[src/rtl/serdes_pkg.sv]
// Shared SerDes link definitions: word geometry, alignment pattern and receiver states.
package serdes_pkg;

   localparam int          DATA_W_DEF    = 8;
   localparam logic [7:0]  SYNC_WORD_DEF = 8'hA5;

   typedef enum logic [0:0] {
      HUNT   = 1'b0,
      LOCKED = 1'b1
   } deser_state_e;

endpackage

[src/rtl/serdes_shift_reg.sv]
// LSB-first deserialising shift register: new bit enters at the MSB and moves right,
// so after DATA_W shifts bit 0 holds the first bit received.
module serdes_shift_reg #(
   parameter int DATA_W = 8
) (
   input  logic              clk,
   input  logic              rst,
   input  logic              en,
   input  logic              clr,
   input  logic              din,
   output logic [DATA_W-1:0] q,
   output logic [DATA_W-1:0] q_next
);

   assign q_next = {din, q[DATA_W-1:1]};

   always_ff @(posedge clk or posedge rst) begin
      if (rst) begin
         q <= '0;
      end else if (clr) begin
         q <= '0;
      end else if (en) begin
         q <= q_next;
      end
   end

endmodule

[src/rtl/serial_deser.sv]
// Serial-to-parallel receiver: hunts for the sync pattern, then assembles LSB-first words
// and hands them to the consumer over a valid/ready port with sticky overrun.
//
//   state  | meaning
//   HUNT   | searching the bit stream for SYNC_WORD; no words delivered
//   LOCKED | word boundary known; every DATA_W sampled bits form one data word
module serial_deser
   import serdes_pkg::*;
#(
   parameter int                DATA_W    = DATA_W_DEF,
   parameter logic [DATA_W-1:0] SYNC_WORD = DATA_W'(SYNC_WORD_DEF)
) (
   input  logic              clk,
   input  logic              rst,
   input  logic              ser_data,
   input  logic              ser_valid,
   input  logic              realign,
   output logic [DATA_W-1:0] data_out,
   output logic              data_valid,
   input  logic              data_ready,
   output logic              locked,
   output logic              overrun
);

   localparam int CNT_W = (DATA_W > 1) ? $clog2(DATA_W) : 1;

   deser_state_e      state, state_next;
   logic [1:0]        rst_pipe;
   logic              rst_hold;
   logic [CNT_W-1:0]  bit_cnt;
   logic [DATA_W-1:0] sreg;
   logic [DATA_W-1:0] sreg_next;
   logic              last_bit;
   logic              word_done;
   logic              accept;

   // Reset asserts immediately but the core stays cleared for two edges after release
   always_ff @(posedge clk or posedge rst) begin
      if (rst) begin
         rst_pipe <= '1;
      end else begin
         rst_pipe <= {rst_pipe[0], 1'b0};
      end
   end

   assign rst_hold = rst_pipe[1];

   serdes_shift_reg #(
      .DATA_W (DATA_W)
   ) u_sreg (
      .clk    (clk),
      .rst    (rst),
      .en     (ser_valid),
      .clr    (realign | rst_hold),
      .din    (ser_data),
      .q      (sreg),
      .q_next (sreg_next)
   );

   assign last_bit  = (bit_cnt == CNT_W'(DATA_W - 1));
   assign word_done = (state == LOCKED) && ser_valid && last_bit && !realign;
   assign accept    = data_valid && data_ready;
   assign locked    = (state == LOCKED);

   always_ff @(posedge clk or posedge rst) begin
      if (rst) begin
         state <= HUNT;
      end else if (rst_hold) begin
         state <= HUNT;
      end else begin
         state <= state_next;
      end
   end

   always_comb begin
      state_next = state;
      unique case (state)
         HUNT: begin
            if (!realign && ser_valid && (sreg_next == SYNC_WORD)) begin
               state_next = LOCKED;
            end
         end
         LOCKED: begin
            if (realign) begin
               state_next = HUNT;
            end
         end
         default: state_next = HUNT;
      endcase
   end

   always_ff @(posedge clk or posedge rst) begin
      if (rst) begin
         bit_cnt    <= '0;
         data_out   <= '0;
         data_valid <= 1'b0;
         overrun    <= 1'b0;
      end else if (rst_hold) begin
         bit_cnt    <= '0;
         data_out   <= '0;
         data_valid <= 1'b0;
         overrun    <= 1'b0;
      end else begin
         if (realign) begin
            bit_cnt <= '0;
            overrun <= 1'b0;
         end else if (ser_valid && (state == LOCKED)) begin
            bit_cnt <= last_bit ? '0 : bit_cnt + CNT_W'(1);
         end

         // A completing word may replace the one being accepted on the same edge
         if (word_done && (!data_valid || data_ready)) begin
            data_out   <= sreg_next;
            data_valid <= 1'b1;
         end else if (word_done) begin
            overrun    <= 1'b1;
         end else if (accept) begin
            data_valid <= 1'b0;
         end
      end
   end

endmodule

[config.mk]
export PLATFORM = sky130hd
export DESIGN_NAME = serial_deser
export DESIGN_NICKNAME = d
export VERILOG_FILES = /design/src/rtl/serdes_pkg.sv /design/src/rtl/serdes_shift_reg.sv /design/src/rtl/serial_deser.sv
export SDC_FILE = /design/constraint.sdc
export NUM_CORES = 1
export LEC_CHECK = 0
export ABC_AREA = 1
export BUFFER_PORTS_ARGS = -buffer_cell sky130_fd_sc_hd__buf_2
export CORE_MARGIN = 2
export CORE_UTILIZATION = 48
export CTS_BUF_LIST = sky130_fd_sc_hd__clkbuf_16
export CTS_CLUSTER_SIZE = 24
export DETAILED_ROUTE_END_ITERATION = 8
export PLACE_DENSITY = 0.8
export SLEW_MARGIN = 15
export SYNTH_ARGS = -nofsm -noshare
export SYNTH_HDL_FRONTEND = slang
export SYNTH_SLANG_ARGS = --single-unit
[constraint.sdc]
create_clock -name clk -period 1.1 [get_ports clk]
set_input_delay 0.055 -clock clk [delete_from_list [all_inputs] [get_ports clk]]
set_output_delay 0.055 -clock clk [all_outputs]
set_load 0.03 [all_outputs]
== Word-level counts from Yosys, hierarchy flattened ==
Cells that the tools add are included.

* $add $sub $neg: 1
* Multipliers: 0
* Divide/modulo/power cells: 0
* Order comparisons: 0
* Equality and inequality tests: 3
* Shifts and indexed selects: 0
* Multiplexer cells: 20
* Bitwise logic cells: 2
* Reductions and logical operators: 15

{| class="wikitable"
|+ Operator list
! cell !! number
|-
| 2-to-1 mux 8 bit || 4
|-
| 2-to-1 mux 3 bit || 4
|-
| 2-to-1 mux 1 bit || 11
|-
| == test 8 bit (second input constant) || 1
|-
| logical AND 1 bit || 7
|-
| nonzero test 3 bit || 2
|-
| nonzero test 2 bit || 2
|-
| adder 3 x 1 -> 3 bit (second input constant) || 1
|-
| == test 3 bit (second input constant) || 1
|-
| != test 3 x 2 -> 1 bit (second input constant) || 1
|-
| zero test 1 bit || 2
|-
| one-hot mux 1 bit (2 select lines) || 1
|-
| AND reduction 2 bit || 1
|-
| logical OR 1 bit || 1
|-
| NOT 1 bit || 1
|-
| bitwise OR 1 bit || 1
|}

* Bits in registers: 24
* Bits in latches: 0
* Memory bits (writable): 0
* Bits in read-only memories: 0
* Input bits: 6
* Output and inout port bits: 11
* Word-level logic and storage cells: 48
* Memories kept: 0

== Logic depth before layout (Yosys ltp) ==
Gate-level depths: netlist (run 1).

* Depth in word-level cells: 6
* Gate-level depth with buffers: 7
* Depth with buffers taken out: 7

== Cells and area by module ==
From an unflattened synthesis (run 1), not the netlist that was laid out.

* Cells, all modules: 129
* Area, all modules: 1154.9 um^2

{| class="wikitable"
|+ Modules (own cells, without submodules)
! module !! times used !! cells an instance !! area an instance (um^2) !! sequential area each (um^2)
|-
| serial_deser || 1 || 85 || 755.7 || 402.9
|-
| serdes_shift_reg || 1 || 44 || 399.1 || 200.2
|}

== Worst setup path after synthesis (run 1) ==
Ideal clock, no wire load.

* Kind: register to register
* Start: register bit_cnt[0]
* End: register data_out[7]
* Library setup time: 118 ps
* Arrival: 1076 ps
* Data required time: 982 ps
* Setup slack: -94 ps
* Cell stages (with the launch flop): 8
* Path buffers: 0
* Period minus slack after synthesis: 1194 ps
* Cell sequence: dfrtp_1 ha_1 ha_1 inv_1 nor2_1 nand3_4 nand3_1 nand2_1

* Word-level cells in the longest chain between the ends: 5

{| class="wikitable"
|+ Ends and longest elaborated chain
! element !! RTL line !! RTL
|-
| start: declaration || serial_deser.sv:30 || <nowiki>logic [CNT_W-1:0] bit_cnt;</nowiki>
|-
| start signal: assignment || serial_deser.sv:108 || <nowiki>bit_cnt <= last_bit ? '0 : bit_cnt + CNT_W'(1);</nowiki>
|-
| == test 3 bit || serial_deser.sv:60 || <nowiki>assign last_bit = (bit_cnt == CNT_W'(DATA_W - 1));</nowiki>
|-
| logical AND 1 bit (2 in a row) || serial_deser.sv:61 || <nowiki>assign word_done = (state == LOCKED) && ser_valid && last_bit && !realign;</nowiki>
|-
| logical AND 1 bit || serial_deser.sv:112 || <nowiki>if (word_done && (!data_valid || data_ready)) begin</nowiki>
|-
| nonzero test 2 bit (no source line) || n/a ||
|-
| end signal: assignment || serial_deser.sv:113 || <nowiki>data_out <= sreg_next;</nowiki>
|-
| end: declaration || serial_deser.sv:18 || <nowiki>output logic [DATA_W-1:0] data_out,</nowiki>
|}

No other way between the ends.
A chain may end at the register's enable or synchronous reset.

== Worst setup path in the final report (run 1) ==
* Start: register bit_cnt[1]
* End: register data_out[5]

Same word-level chain as after synthesis.

==> flow_summary.yaml, run 1 <==
layout:
  antenna_cell_count: 0
  fin_cells: 163
  post_route_cells_drive_above_1_share_pct: 36.8
  area_delta_synth_final_pct: 29.1
  nFillCells: 161
  finish.net_count: 145
critical_path:
  criticalPathCategory: "reg -> reg"
  critical_path_endpoint_category: "flip-flop"
  r2r_cells: 6
  cpMostUsedCell: "nand2_2"
  critical_path.reg2reg.startpoint: "bit_cnt[1]"
  reg2reg_slack_ns: -0.13
  crit_arrival_ns: 1.42
  critical_path.max_fanout: 5
  critPathBufInv: 0
  critical-path-max-stage-delay_ns: 0.35
  crit_cells: 6
  path_delay_family: "simple AND/OR/NAND/NOR gates"
  critical_path.cell_chain: "ha_2, ha_4, nand2_2, nor2_4, nand4_1, nand2_2"
  req_time_crit_path_ns: 1.29
  worst_path_max_delay_cell: "dfrtp_1"
  critical_path.startpoint_type: "flip-flop"
  setup.worst_path.start: "bit_cnt[1]"
timing:
  fmaxAchievable_mhz: 812
  rsz0062_at_grt: "true"
  fin_setup_tns_ns: -1.12
  fin_skew_ns: 0.00338
  timing_hold_violations_final: 0
  final_period_minus_worst_setup_slack_ns: 1.23
  setup_viol_count_final: 11
  final.period_utilization_pct: 112
  maxSlewViolCount: 0
  fin_ws_ns: -0.132
cts:
  cts_buffers: 3
  cts-root-buf: "clkbuf_16"
  tritoncts_clock_tree: "built"
  clkLatencyLatePin_ns: 0.26
  clockBufferDepth: 2
  cts.htree.levels: 1
  cts.clk_slew.worst_paths_ns: 0.06
  cts.sink_count: 23
grt:
  grt_first_pass_wirelength_um: 3350
  grt_pass1_vias: 779
  grt_overflow: 0
  antenna_violations_before_repair: 0
  track_usage_pct: 17.8
  grt_start_max_net_pins: 24
power:
  vdd_ir_drop_max_mv: 0.963
  net-switching-power_uw: 347
  power_density_nw_per_um2: 1290
  internal_power_mw: 1.37
  clockPowerShare_pct: 44.6
  power_switching_share_pct: 20.2
  power_frac_seq_pct: 50.3
  power.total_mw: 1.72
  static-leakage-power_nw: 0.676
  p_comb_share_pct: 5.1
synthesis:
  synth_area_um2: 1030
  synthAdderAreaFrac_pct: 2.43
  post_synth_and_or_nand_nor_area_fraction_pct: 27.9
  per_instance_average_area_after_synthesis_um2: 9.37
  synth_fp_nets: 118
  synth_largest_area_cell: "dfrtp_1"
  synth.yosys.seq_area_share_pct: 56.1
  yosys_warnings: 0
  synthXorXnorAreaFrac_pct: 0
  synth.ff_latch_count: 23
  synth_mux_area_share_pct: 0
  synth_compound_area_share_pct: 6.31
  synthesis.instances: 110
  netlist_top_cells_area: "dfrtp_1 (51%), nand3_1 (8.3%), nand2_1 (7.3%)"
  synth.lib_cells_used.distinct: 20
  synth_top_family_by_area: "simple AND/OR/NAND/NOR gates"
  synth_top_area_share_pct: 51.0
detailed_routing:
  wire_per_inst_um: 12.7
  drcViolationCount: 0
  post_drt_via_cell_ratio: 5.14
  detail-route-antenna-nets: 0
  dr_total_vias: 838
  number_of_drc_markers_in_iteration_0: 25
  totalWireLength_um: 2080
  drt_pre_antenna_iters: 4
status:
  outcome: "finished, violations left"
  violations: "setup timing"
worst_hold_path:
  worstHoldStart: "ser_data"
  timing.hold.worst.class: "in -> reg"
  worstHoldPathCells: 3
floorplan:
  placementRows: 16
  initial_core_util_pct: 51.5
  dieHeight_um: 50.3
  floorplan.core_area_um2: 2000
  floorplan.die.width_um: 50.3
  ioPinCount: 17
  fp.dieArea_um2: 2530
placed_design:
  numPortBuffers: 16
  place.gp.congestion: 0.810
  placedCellCount: 154
  detailedPlacementHpwl_um: 1380
flow_run:
  max_cap_violations: 0
[area by class of cell]
| class | instances | area, µm² | area share (%) |
|---|---|---|---|
| flip-flops and latches | 23 | 579 | 43.5 |
| multi-input cells | 71 | 440 | 33.1 |
| repair buffers | 25 | 150 | 11.3 |
| clock buffers | 3 | 75.1 | 5.64 |
| inverters | 13 | 48.8 | 3.67 |
| well taps | 27 | 33.8 | 2.54 |
| clock inverters | 1 | 3.75 | 0.282 |
[synth_stat cells (all sizes together)]
cell type / instances
buf: 4
conb: 1
inv: 13
dfstp: 2
nand2: 22
nor2: 5
nand4: 9
nand3: 18
dfrtp: 21
o21ai: 8
o22ai: 1
nand3b: 1
a21oi: 3
ha: 2
[through the flow]
step                worst slack, ns  area, µm²  utilization [%]  hold WS, ns
finish                       -0.132       1330             66.5       0.0790
global route                 -0.189       1330             66.5       0.0867
CTS                          -0.125       1290             64.5       0.0739
detailed placement           -0.130       1190             59.6        0.107
global placement            -0.0612       1190             59.6       0.0989
floorplan                   -0.0300       1060                -       0.0554
[final timing paths]
| path | to |
|---|---|
| worst max-delay path | data_out[5] |
| worst min-delay path | data_out[7] |
| worst max register to register | data_out[5] |
| worst min register to register | rst_pipe[1] |
| max in group asynchronous | rst_pipe[0] |
| min in group asynchronous | data_out[5] |
[cells by family after synthesis]
kind of cell	after synthesis
AO/OA/AOI/OAI	12
adder cells (fa/ha/maj)	2
buffers and inverters	17
flip-flops	23
other	1
AND/OR/NAND/NOR	55
[tightest hold or removal path, cell delays in order]
cell and delay, ns:
buf_2 0.11, nand4_1 0.08, nand2_1 0.04
[power groups by stage]
stage                     Clock, mW  Combinational (mW)  Sequential, mW
after floorplan                   0              0.0494           0.879
after global placement            0              0.0729           0.880
after detailed placement          0              0.0752           0.880
after CTS                     0.791              0.0798           0.865
after global routing          0.828              0.0991           0.865
final                         0.766              0.0876           0.865
[state kept, by name, indices dropped and copies added, names as in the netlist]
name / count
rst_pipe: 2
locked: 1
u_sreg.q: 7
bit_cnt: 3
data_out: 8
data_valid: 1
overrun: 1
[what timing repair did]
item	in CTS	in global routing
setup endpoints to repair	11	20
gates cloned	1	0
pin swaps	1	3
setup buffers	0	3
resized for setup	1	5
hold buffers	1	0
endpoints found under the hold margin	21	0
[routing by layer]
layer  up-vias  wire length (µm)  track usage [%]
met5         -                 0                0
met4         0                38             9.46
met3         3                88             3.57
met2        22              1010             29.6
met1       392               938             21.8
li1        421                 -                -
[cell usage in the layout, fill, tap and decap left out]
| master | n |
|---|---|
| dfrtp_1 | 20 |
| nand2_1 | 18 |
| buf_2 | 16 |
| nand3_1 | 12 |
| inv_1 | 11 |
| nand4_1 | 9 |
| buf_4 | 8 |
| o21ai_0 | 6 |
| nand3_2 | 5 |
| nand2_2 | 4 |
| nor2_4 | 3 |
| a21oi_1 | 3 |
| inv_2 | 3 |
| clkbuf_16 | 3 |
| nor2_1 | 2 |
| dfstp_2 | 2 |
| o22ai_1 | 1 |
| nand3_4 | 1 |
| nand3b_1 | 1 |
| o21ai_2 | 1 |
| o21ai_1 | 1 |
| ha_2 | 1 |
| ha_4 | 1 |
| nor2_2 | 1 |
| dlygate4sd3_1 | 1 |
| dfrtp_2 | 1 |
| conb_1 | 1 |
No activity file was read; power rests on OpenSTA's default activity.
==> inputs of run 2 (changes only) <==
--- a/config.mk
+++ b/config.mk
@@ -8,11 +8,13 @@
 export ABC_AREA = 1
 export BUFFER_PORTS_ARGS = -buffer_cell sky130_fd_sc_hd__buf_2
 export CORE_MARGIN = 2
-export CORE_UTILIZATION = 48
-export CTS_BUF_LIST = sky130_fd_sc_hd__clkbuf_16
+export CORE_UTILIZATION = 50
+export CTS_BUF_LIST = sky130_fd_sc_hd__clkbuf_2
 export CTS_CLUSTER_SIZE = 24
 export DETAILED_ROUTE_END_ITERATION = 8
-export PLACE_DENSITY = 0.8
+export PLACE_DENSITY = 0.83
+export RECOVER_POWER = 50
+export REMOVE_ABC_BUFFERS = 1
 export SLEW_MARGIN = 15
 export SYNTH_ARGS = -nofsm -noshare
 export SYNTH_HDL_FRONTEND = slang
==> run 2 against run 1 <==
Compared with the run above:
- the flow still finishes with violations (setup timing)
- hold slack worse by 0.046 ns
- register-to-register slack got worse by 0.09 ns
- power shrank 24%
- largest cell class unchanged
==> flow_summary.yaml, run 2 (synthesized netlist as in run 1, its figures left out) <==
status:
  outcome: "finished, violations left"
  violations: "setup timing"
power:
  clockPowerShare_pct: 27.1
  vdd_ir_drop_max_mv: 0.602
  power_density_nw_per_um2: 997
  p_comb_share_pct: 6.9
  net-switching-power_uw: 327
  static-leakage-power_nw: 0.679
  power_switching_share_pct: 24.9
  internal_power_uw: 985
  power_frac_seq_pct: 66.0
worst_hold_path:
  worstHoldStart: "ser_valid"
  timing.hold.worst.class: "in -> reg"
  worstHoldPathCells: 2
  endpoint_of_the_worst_hold_timing_path: "u_sreg.q[6]"
grt:
  antenna_violations_before_repair: 0
  track_usage_pct: 20.0
  grt_first_pass_wirelength_um: 3750
  grt_overflow: 0
  grt_pass1_vias: 896
  grt_start_max_net_pins: 24
cts:
  clkLatencyLatePin_ns: 0.34
  cts.sink_count: 23
  clockBufferDepth: 2
  cts.htree.levels: 1
  cts-root-buf: "clkbuf_2"
  cts_buffers: 3
  tritoncts_clock_tree: "built"
  cts.clk_slew.worst_paths_ns: 0.21
timing:
  final_period_minus_worst_setup_slack_ns: 1.32
  setup_viol_count_final: 12
  maxSlewViolCount: 0
  fin_hold_ws_ns: 0.0331
  fin_ws_ns: -0.219
  fin_setup_tns_ns: -1.71
  tightest_slew_ns: 0.561
  final.period_utilization_pct: 120
  max_slew_margin_pct: 62.6
  rsz0062_at_grt: "true"
  timing_hold_violations_final: 0
  fmaxAchievable_mhz: 758
  fin_skew_ns: 0.00364
detailed_routing:
  drt_pre_antenna_iters: 5
  drcViolationCount: 0
  dr_total_vias: 898
  detail-route-antenna-nets: 0
  totalWireLength_um: 2400
  post_drt_via_cell_ratio: 5.35
  wire_per_inst_um: 14.3
  number_of_drc_markers_in_iteration_0: 18
floorplan:
  floorplan.core_area_um2: 1960
  placementRows: 16
  floorplan.die.width_um: 49.4
  ioPinCount: 17
  fp.dieArea_um2: 2440
  initial_core_util_pct: 52.6
  dieHeight_um: 49.4
layout:
  fin_cells: 168
  mostFrequentLayoutCells: "dfrtp_1 (21), nand2_1 (18), buf_2 (16)"
  area_delta_synth_final_pct: 27.7
  final_util_pct: 67.1
  post_route_cells_drive_above_1_share_pct: 36.9
  nFillCells: 147
  finish.net_count: 150
  antenna_cell_count: 0
  layout_commonest_cell: "dfrtp_1"
  reg.largest.list: "data_out (8), u_sreg.q (7), bit_cnt (3)"
  top_register: "data_out"
  largest_register_ff_count: 8
placed_design:
  numPortBuffers: 16
  placement.setup.worst_slack_ns: -0.179
  detailedPlacementHpwl_um: 1400
  placedCellCount: 155
  place.gp.congestion: 0.725
critical_path:
  r2r_cells: 7
  critical_path_endpoint_category: "flip-flop"
  critical_path.reg2reg.startpoint: "bit_cnt[0]"
  reg2reg_slack_ns: -0.22
  critical_path.startpoint_type: "flip-flop"
  critical_path.max_fanout: 8
  crit_arrival_ns: 1.57
  criticalPathCategory: "reg -> reg"
  req_time_crit_path_ns: 1.35
  timing.rr.end: "data_out[7]"
flow_run:
  max_cap_violations: 0
-- run 2: cell count changes in the layout (fill, tap and decap cells not counted), sizes merged --
cell | previous run | this run
clkbuf | 3 | 5
dlygate4sd3 | 1 | 2
inv | 14 | 13
buf | 24 | 27
-- run 2: worst max path at each step --
| stage | start | endpoint | slack [ns] |
|---|---|---|---|
| 2_1_floorplan | bit_cnt[0] | data_out[5] | -0.1 |
| 3_3_place_gp | bit_cnt[1] | data_out[5] | -0.13 |
| 3_5_place_dp | bit_cnt[1] | data_out[2] | -0.18 |
| 4_1_cts | bit_cnt[0] | data_out[2] | -0.12 |
| 5_1_grt | bit_cnt[0] | data_out[7] | -0.27 |
| 6_report | bit_cnt[0] | data_out[7] | -0.22 |
-- run 2: critical path, stage by stage (launching register included) --
cell,delay [ns]
dfrtp_1,0.45
ha_4,0.16
ha_4,0.15
inv_4,0.05
nor2_4,0.10
nand3_4,0.12
nand3_1,0.09
nand2_1,0.09
-- run 2: area by class of cell --
| type | count | area, µm² | share of cell area [%] |
|---|---|---|---|
| repair buffers | 30 | 188 | 14.3 |
| inverters | 13 | 51.3 | 3.90 |
| clock buffers | 4 | 20.0 | 1.52 |
| multi-input cells | 71 | 445 | 33.8 |
| flip-flops and latches | 23 | 578 | 43.9 |
| well taps | 27 | 33.8 | 2.57 |
-- run 2: timing repair --
item / 4_1_cts / 5_1_grt
buffers inserted: 2 / 4
gates resized for setup: 8 / 8
pin swaps: 2 / 6
endpoints found under the hold margin: 23 / 2
hold buffers: 1 / 1
setup endpoints to repair: 12 / 20
gates cloned: 1 / 0
-- run 2: power groups by stage --
| stage | clock, mW | combinational (mW) | sequential (mW) |
|---|---|---|---|
| floorplan | 0 | 0.0400 | 0.879 |
| global placement | 0 | 0.0730 | 0.880 |
| detailed placement | 0 | 0.0760 | 0.880 |
| CTS | 0.339 | 0.0807 | 0.866 |
| global route | 0.380 | 0.102 | 0.868 |
| finish | 0.355 | 0.0907 | 0.867 |
-- run 2: layer usage --
layer  global-route usage [%]  share of wire (%)  vias to the layer above
li1                         -                  -                      428
met1                     23.6                 42                      428
met2                     34.7                 51                       35
met3                     2.45                4.0                        7
met4                     12.0                3.0                        0
met5                        0                  0                        -
-- run 2: per-stage QoR --
stage / area [µm²] / power (mW)
after global placement: 1170 / 0.953
after detailed placement: 1170 / 0.956
final: 1320 / 1.31
after global routing: 1320 / 1.35
after floorplan: 1010 / 0.919
after CTS: 1250 / 1.29
==> inputs of run 3 (changes only) <==
--- a/config.mk
+++ b/config.mk
@@ -8,11 +8,11 @@
 export ABC_AREA = 1
 export BUFFER_PORTS_ARGS = -buffer_cell sky130_fd_sc_hd__buf_2
 export CORE_MARGIN = 2
-export CORE_UTILIZATION = 50
+export CORE_UTILIZATION = 51
 export CTS_BUF_LIST = sky130_fd_sc_hd__clkbuf_2
 export CTS_CLUSTER_SIZE = 24
 export DETAILED_ROUTE_END_ITERATION = 8
-export PLACE_DENSITY = 0.83
+export PLACE_DENSITY = 0.84
 export RECOVER_POWER = 50
 export REMOVE_ABC_BUFFERS = 1
 export SLEW_MARGIN = 15
==> constraint.sdc (replaced) <==
create_clock -name clk -period 1.1 [get_ports clk]
set_input_delay 0.055 -clock clk [delete_from_list [all_inputs] [get_ports clk]]
set_output_delay 0.055 -clock clk [all_outputs]
set_load 0.1 [all_outputs]
==> run 3 against run 2 <==
Compared with the run above:
- the run still ends with setup timing left
- non-clock buffer count increased by 1
- clock power decreased by 2%
- first-iteration DRC count increased by 110%
- register-to-register slack improved by 0.05 ns
- design area increased by 13%
- sequential share of layout area decreased by 5.1 points
- power decreased by 0.43%
- routed wire length increased by 2.3%
- sequential power about the same
- highest routed layer unchanged
==> flow_summary.yaml, run 3 (synthesized netlist as in run 1, its figures left out) <==
power:
  power_frac_seq_pct: 66.4
  internal_power_uw: 971
  static-leakage-power_nw: 0.712
  clockPowerShare_pct: 26.6
  p_comb_share_pct: 7.0
  power.total_mw: 1.31
  vdd_ir_drop_max_mv: 0.926
  net-switching-power_uw: 335
  power_switching_share_pct: 25.6
  power_density_nw_per_um2: 878
placed_design:
  placed_area_um2: 1330
  numPortBuffers: 16
  detailedPlacementHpwl_um: 1440
  place.gp.congestion: 0.812
critical_path:
  req_time_crit_path_ns: 1.36
  critPathBufInv: 1
  critical_path_endpoint_category: "flip-flop"
  crit_arrival_ns: 1.54
  critical_path.cell_chain: "ha_2, ha_4, inv_2, nor2_4, nand3_4, nand3_2, nand2_1"
  path_delay_family: "flip-flops"
  critical-path-max-stage-delay_ns: 0.41
  critical_path.max_fanout: 8
  r2r_cells: 7
  critical_path.startpoint_type: "flip-flop"
  worst_path_max_delay_cell: "dfrtp_1"
  crit_cells: 7
  criticalPathCategory: "reg -> reg"
floorplan:
  initial_core_util_pct: 53.1
  floorplan.core_area_um2: 1940
  ioPinCount: 17
  dieHeight_um: 49.0
  placementRows: 16
  fp.dieArea_um2: 2400
  floorplan.die.width_um: 49.0
layout:
  finalInstanceArea_um2: 1490
  combined_area_of_the_multi_input_logic_cells_um2: 440
  mostFrequentLayoutCells: "dfrtp_1 (21), nand2_1 (18), nand3_1 (12)"
  finish.net_count: 151
  area_delta_synth_final_pct: 44.3
  register_area_um2: 578
  nFillCells: 122
  largest_register_ff_count: 8
  reg.largest.list: "data_out (8), u_sreg.q (7), bit_cnt (3)"
  layout_commonest_cell: "dfrtp_1"
  antenna_cell_count: 0
  post_route_cells_drive_above_1_share_pct: 38.0
  top_register: "data_out"
cts:
  cts.htree.levels: 1
  cts.clk_slew.worst_paths_ns: 0.22
  cts_buffers: 3
  tritoncts_clock_tree: "built"
  cts-root-buf: "clkbuf_2"
  clkLatencyLatePin_ns: 0.36
  clockBufferDepth: 2
  cts.sink_count: 23
grt:
  antenna_violations_before_repair: 0
  grt_first_pass_wirelength_um: 3970
  track_usage_pct: 22.3
  grt_overflow: 0
  grt_pass1_vias: 931
  grt_start_max_net_pins: 24
detailed_routing:
  totalWireLength_um: 2460
  dr_total_vias: 945
  drt_pre_antenna_iters: 4
  detail-route-antenna-nets: 0
  wire_per_inst_um: 14.5
  drcViolationCount: 0
  post_drt_via_cell_ratio: 5.59
  number_of_drc_markers_in_iteration_0: 38
timing:
  tightest_slew_ns: 0.535
  maxSlewViolCount: 0
  max_slew_margin_pct: 64.4
  fin_setup_tns_ns: -1.67
  fmaxAchievable_mhz: 785
  rsz0062_at_grt: "true"
  final_period_minus_worst_setup_slack_ns: 1.27
  setup_viol_count_final: 12
  fin_ws_ns: -0.173
  final.period_utilization_pct: 116
  fin_skew_ns: 0.0167
  timing_hold_violations_final: 0
worst_hold_path:
  worstHoldPathCells: 4
  timing.hold.worst.class: "in -> reg"
flow_run:
  max_cap_violations: 0
status:
  violations: "setup timing"
  outcome: "finished, violations left"
## run 3: layer usage
metal	track usage, %	routed length, µm	vias to the layer above
li1	-	-	435
met5	0	0	-
met4	18.6	107	0
met2	34.2	1180	53
met3	6.44	170	15
met1	25.8	994	442
## run 3: what timing repair did
| action | in CTS | in global routing |
|---|---|---|
| pin swaps | 4 | 4 |
| endpoints found under the hold margin | 27 | 0 |
| setup endpoints to repair | 15 | 23 |
| setup buffers | 4 | 3 |
| resized for setup | 9 | 7 |
| hold buffers | 3 | 0 |
| gates cloned | 1 | 0 |
## run 3: layout make-up
| class | count | area share [%] |
|---|---|---|
| sequential | 23 | 38.9 |
| multi-input combinational | 71 | 29.6 |
| timing repair buffer | 31 | 24.6 |
| clock buffer | 3 | 1.01 |
| clock inverter | 1 | 0.336 |
| tap | 27 | 2.27 |
| inverter | 13 | 3.28 |
## run 3: power by group through the flow
| stage | Sequential (mW) | Combinational, mW | Clock, mW |
|---|---|---|---|
| after floorplan | 0.879 | 0.0400 | 0 |
| after global placement | 0.880 | 0.0672 | 0 |
| after detailed placement | 0.880 | 0.0695 | 0 |
| after CTS | 0.866 | 0.0879 | 0.341 |
| after global routing | 0.869 | 0.104 | 0.384 |
| final | 0.868 | 0.0909 | 0.348 |
## run 3: worst paths after layout
path,from,to,slack (ns)
max,bit_cnt[0],data_out[2],-0.17
min,realign,u_sreg.q[3],0.06
max reg2reg,bit_cnt[0],data_out[2],-0.17
min reg2reg,rst_pipe[0],rst_pipe[1],0.38
max in group asynchronous,rst,rst_pipe[1],0.40
min in group asynchronous,rst,u_sreg.q[3],0.32
## run 3: per-stage QoR
step	hold WS [ns]	util (%)	worst slack (ns)	cells
6_report	0.0634	76.6	-0.173	169
5_1_grt	0.0700	76.6	-0.245	169
4_1_cts	0.0583	74.4	-0.122	166
3_5_place_dp	0.105	68.2	-0.190	154
3_3_place_gp	0.0982	68.2	-0.115	154
2_1_floorplan	0.0554	-	-0.669	106
## run 3: tightest hold or removal path, stage by stage
cell     delay (ns)
buf_2          0.15
nor2_4         0.09
o21ai_0        0.08
a21oi_1        0.04
